===== config.mk =====
export PLATFORM = sky130hd
export DESIGN_NAME = tick_to_level_fsm
export DESIGN_NICKNAME = d
export VERILOG_FILES = /design/src/rtl/tick_to_level_fsm.sv
export SDC_FILE = /design/constraint.sdc
export NUM_CORES = 1
export LEC_CHECK = 0
export BUFFER_PORTS_ARGS = -buffer_cell sky130_fd_sc_hd__buf_4
export CAP_MARGIN = 0
export CELL_PAD_IN_SITES_DETAIL_PLACEMENT = 2
export CELL_PAD_IN_SITES_GLOBAL_PLACEMENT = 2
export CORE_AREA = 2 2 39 41
export CTS_BUF_LIST = sky130_fd_sc_hd__clkbuf_4 sky130_fd_sc_hd__clkbuf_8
export CTS_CLUSTER_DIAMETER = 100
export CTS_CLUSTER_SIZE = 25
export DETAILED_ROUTE_END_ITERATION = 6
export DIE_AREA = 0 0 41 43
export MAX_ROUTING_LAYER = met4
export PLACE_DENSITY = 0.81
export SETUP_SLACK_MARGIN = 0.2
export SLEW_MARGIN = 20
export SYNTH_ARGS = -nofsm -noshare
export SYNTH_HDL_FRONTEND = slang
export SYNTH_SLANG_ARGS = --single-unit

===== constraint.sdc =====
create_clock -name clk -period 1.4 [get_ports clk]
set_input_delay 0.07 -clock clk [delete_from_list [all_inputs] [get_ports clk]]
set_output_delay 0.07 -clock clk [all_outputs]
set_load 0.02 [all_outputs]

===== src/rtl/tick_to_level_fsm.sv =====
// Converts single-cycle ticks into fixed-width level pulses separated by a minimum gap.
// Ticks arriving mid-pulse are queued in a saturating counter; overflow raises a one-cycle dropped flag.
module tick_to_level_fsm #(
    parameter int HIGH_CYCLES = 2,
    parameter int GAP_CYCLES  = 1,
    parameter int PEND_MAX    = 3,
    localparam int PW         = $clog2(PEND_MAX + 1)
) (
    input  logic          clk,
    input  logic          reset,
    input  logic          tick,
    output logic          level,
    output logic [1:0]    state_o,
    output logic          busy,
    output logic [PW-1:0] pending_o,
    output logic          dropped
);

    localparam int MAXC = (HIGH_CYCLES > GAP_CYCLES) ? HIGH_CYCLES : GAP_CYCLES;
    localparam int CW   = $clog2(MAXC + 1);

    localparam logic [CW-1:0] HIGH_LOAD = CW'(HIGH_CYCLES - 1);
    localparam logic [CW-1:0] GAP_LOAD  = CW'(GAP_CYCLES - 1);
    localparam logic [CW-1:0] CNT_ONE   = CW'(1);
    localparam logic [PW-1:0] PEND_LIM  = PW'(PEND_MAX);
    localparam logic [PW-1:0] PEND_ONE  = PW'(1);

    typedef enum logic [1:0] {
        S_IDLE = 2'd0,
        S_HIGH = 2'd1,
        S_GAP  = 2'd2,
        S_ILL  = 2'd3
    } state_t;

    state_t        state_q, state_d;
    logic [CW-1:0] cnt_q, cnt_d;
    logic [PW-1:0] pending_q, pending_d;
    logic          dropped_q, dropped_d;
    logic          take_queue;
    logic          take_tick;
    logic          enqueue;

    always_ff @(posedge clk) begin
        if (reset) begin
            state_q   <= S_IDLE;
            cnt_q     <= '0;
            pending_q <= '0;
            dropped_q <= 1'b0;
        end else begin
            state_q   <= state_d;
            cnt_q     <= cnt_d;
            pending_q <= pending_d;
            dropped_q <= dropped_d;
        end
    end

    // A pulse start prefers a queued tick over the incoming one.
    always_comb begin
        state_d    = state_q;
        cnt_d      = cnt_q;
        take_queue = 1'b0;
        take_tick  = 1'b0;
        case (state_q)
            S_IDLE: begin
                if (pending_q != '0) begin
                    state_d    = S_HIGH;
                    cnt_d      = HIGH_LOAD;
                    take_queue = 1'b1;
                end else if (tick) begin
                    state_d   = S_HIGH;
                    cnt_d     = HIGH_LOAD;
                    take_tick = 1'b1;
                end
            end
            S_HIGH: begin
                if (cnt_q != '0) begin
                    cnt_d = cnt_q - CNT_ONE;
                end else begin
                    state_d = S_GAP;
                    cnt_d   = GAP_LOAD;
                end
            end
            S_GAP: begin
                if (cnt_q != '0) begin
                    cnt_d = cnt_q - CNT_ONE;
                end else if (pending_q != '0) begin
                    state_d    = S_HIGH;
                    cnt_d      = HIGH_LOAD;
                    take_queue = 1'b1;
                end else if (tick) begin
                    state_d   = S_HIGH;
                    cnt_d     = HIGH_LOAD;
                    take_tick = 1'b1;
                end else begin
                    state_d = S_IDLE;
                    cnt_d   = '0;
                end
            end
            default: begin
                state_d = S_IDLE;
                cnt_d   = '0;
            end
        endcase
    end

    // Simultaneous consume and enqueue leaves the count unchanged, so a full queue only drops when nothing leaves.
    always_comb begin
        enqueue   = tick && !take_tick;
        pending_d = pending_q;
        dropped_d = 1'b0;
        if (enqueue && !take_queue) begin
            if (pending_q == PEND_LIM) begin
                dropped_d = 1'b1;
            end else begin
                pending_d = pending_q + PEND_ONE;
            end
        end else if (!enqueue && take_queue) begin
            pending_d = pending_q - PEND_ONE;
        end
    end

    assign level     = (state_q == S_HIGH);
    assign state_o   = state_q;
    assign busy      = (state_q != S_IDLE) || (pending_q != '0);
    assign pending_o = pending_q;
    assign dropped   = dropped_q;

endmodule


==> impl_metrics.ini <==
[place]
gp_congestion = 0.665
dpl_cell_area_sq_um = 480
hpwl_um = 795
portBuffers = 9
place_ws_ps = 179

[sta]
fin_tns_setup_ps = 0
drv_slew = 0
grt_setup_unrepaired = true
slew_headroom = 0.806
final_hold_viol_count = 0
clock_skew_ps = 6.24
finalCriticalPeriod_ps = 1350
period_share = 0.968
fmax_mhz = 738
setup_viol = 0
layout_setup_ws_ps = 45.5
tightest_slew_ps = 291

[yosys]
ys_types = 27
synth_compound_area_frac = 0.293
synth_ff_type = dfxtp_1
synthCells = 41
synth-xor-area-share = 0
syn_nets = 44
ys_seq_area_frac = 0.373
ys_seq_elements = 7
synth-simple-area-share = 0.260
async_reset_ff_frac = 0
avgSynthCellArea_sq_um = 9.16
synthAdderAreaFrac = 0
synth_edf_count = 0
synth_warnings = 0
synthesis.area_sq_um = 375
synth_top_family_by_area = compound AO/OA/AOI/OAI gates
synthMuxAreaShare = 0

[layout]
antenna_cells = 0
n_fill_cell = 149
area_growth_pct = 62.3
drive_gt1_frac = 0.627
stdcell_area_sq_um = 609
final_nets = 63

[pwr]
ir_drop_mv = 0.384
power_density_nw_per_um2 = 1110
p_leak_nw = 0.232

[hold_path]
whs_path_depth = 2
min_from = reset
hold_path_end = pending_o[0]
hp-class = input pin to flop

[floorplan]
die_h_um = 43
coreArea_sq_um = 1380
ios = 10
initial_utilization = 0.271
die_x_um = 41
dieArea_sq_um = 1760
num_rows = 14

[drt]
ant_nets = 0
vias = 402
initialDrtViolationCount = 1
totalWireLength_mm = 1.23
wire_per_inst_um = 16.4
drc = 0
first_pass_iters = 2
vias_per_cell = 5.36

[clocking]
numCtsBuffers = 3
cts_num_sinks = 7
cts_buffer_depth = 2
cts_hold_buf = 0
cts_tree = done
clock_latency_ps = 250
cts.root.buffer_cell = clkbuf_4
path_clk_slew_ps = 60
cts_htree_levels = 1

[critical_path]
cp-end-kind = output pin
path_cells = or4_4 -> buf_6
worstSetupPathType = flop to output pin
cp-start-kind = flop
critPathArrivalTime_ps = 1280
crit_fanout = 3
critPathRequiredTime_ps = 1330
max_stage_delay_ps = 520
timing.rr.start = pending_o[0]
slowest_stage = or4_4
r2r_cells = 4
worst_r2r_endpoint = pending_o[0]
rrSetupSlack_ps = 120

[global_route]
track_usage = 0.176
antenna_found_initial = 0
grt_max_degree = 10
grt_pass1_wl_mm = 1.98
grt_pass1_vias = 427
overflow = 0

[run]
drv_cap = 0

[status]
status = complete, no violations
[cells by family after synthesis]
kind of cell,Yosys count
DFF,7
and+or+nand+nor,14
AOI/OAI and AO/OA,15
buffers and inverters,5
[flip-flops by register name (all words and copies together) (netlist names)]
signal and flops:
pending_o 2, state_o 2, dropped 1, cnt_q 2
[final cells by class]
type | instances | area (sq um) | area share
Clock buffer | 4 | 30.0 | 0.0493
Inverter | 2 | 7.51 | 0.0123
Multi-Input combinational cell | 29 | 251 | 0.413
Sequential cell | 7 | 154 | 0.253
Tap cell | 16 | 20.0 | 0.0329
Timing Repair Buffer | 17 | 146 | 0.240
[cells in the final DEF, fill, tap and decap left out, types with 2 or more instances in the layout]
cell type	n
nand3b_1	2
inv_1	2
buf_4	12
nand2b_1	2
dfxtp_1	2
clkbuf_4	4
a21oi_2	2
buf_6	5
dfxtp_4	3
a2111oi_2	2
a21oi_1	2
dfxtp_2	2
o21ai_0	2
[worst max-delay path: cells and delay by family, from the launching register on]
kind / cells / cell delay [ps]
buffers and inverters: 1 / 150
AND/OR/NAND/NOR: 1 / 520
flip-flops: 1 / 360
[power by group]
part	switching (mW)	internal (mW)
Combinational	0.114	0.122
Clock	0.0790	0.128
Sequential	0.0190	0.215
Total	0.212	0.465
[per-stage QoR]
| stage | hold slack [ps] | utilization | std cells | power, mW |
|---|---|---|---|---|
| 2_1_floorplan | 129 | - | 41 | 0.347 |
| 3_3_place_gp | 298 | 0.347 | 65 | 0.404 |
| 3_5_place_dp | 305 | 0.347 | 65 | 0.411 |
| 4_1_cts | 34.1 | 0.409 | 75 | 0.651 |
| 5_1_grt | 35.7 | 0.440 | 75 | 0.720 |
| 6_report | 30.3 | 0.440 | 75 | 0.678 |
[synth_stat cells, types with 2 or more instances]
cell,number,area [sq um]
a21oi_1,4,20.0
dfxtp_1,7,140
inv_1,2,7.51
nand2b_1,2,12.5
nand3b_1,2,15.0
nor2_1,2,7.51
o21ai_0,2,10.0
[worst max path at each step]
stage | cells after the start | start | end
global route | 2 | state_o[1] | busy
detailed placement | 3 | pending_o[1] | pending_o[0]
floorplan | 4 | pending_o[0] | pending_o[0]
CTS | 2 | state_o[1] | busy
finish | 2 | state_o[0] | busy
global placement | 3 | pending_o[1] | pending_o[0]
[timing repair]
item / in CTS / in global routing
resized for setup: 4 / 13
pin swaps: 2 / 1
buffers inserted: 6 / 0
endpoints found under the setup margin: 3 / 6
[layer usage]
layer  vias up  global-route usage  share of wire  routed length (um)
li1        192                   -              -                   -
met1       203               0.188           0.39                 476
met2         7               0.297           0.59                 721
met3         0              0.0314          0.026                  32
met4         0              0.0800              0                   0
met5         -                   -              0                   0
Note: power is estimated with default switching activity, not from simulation.
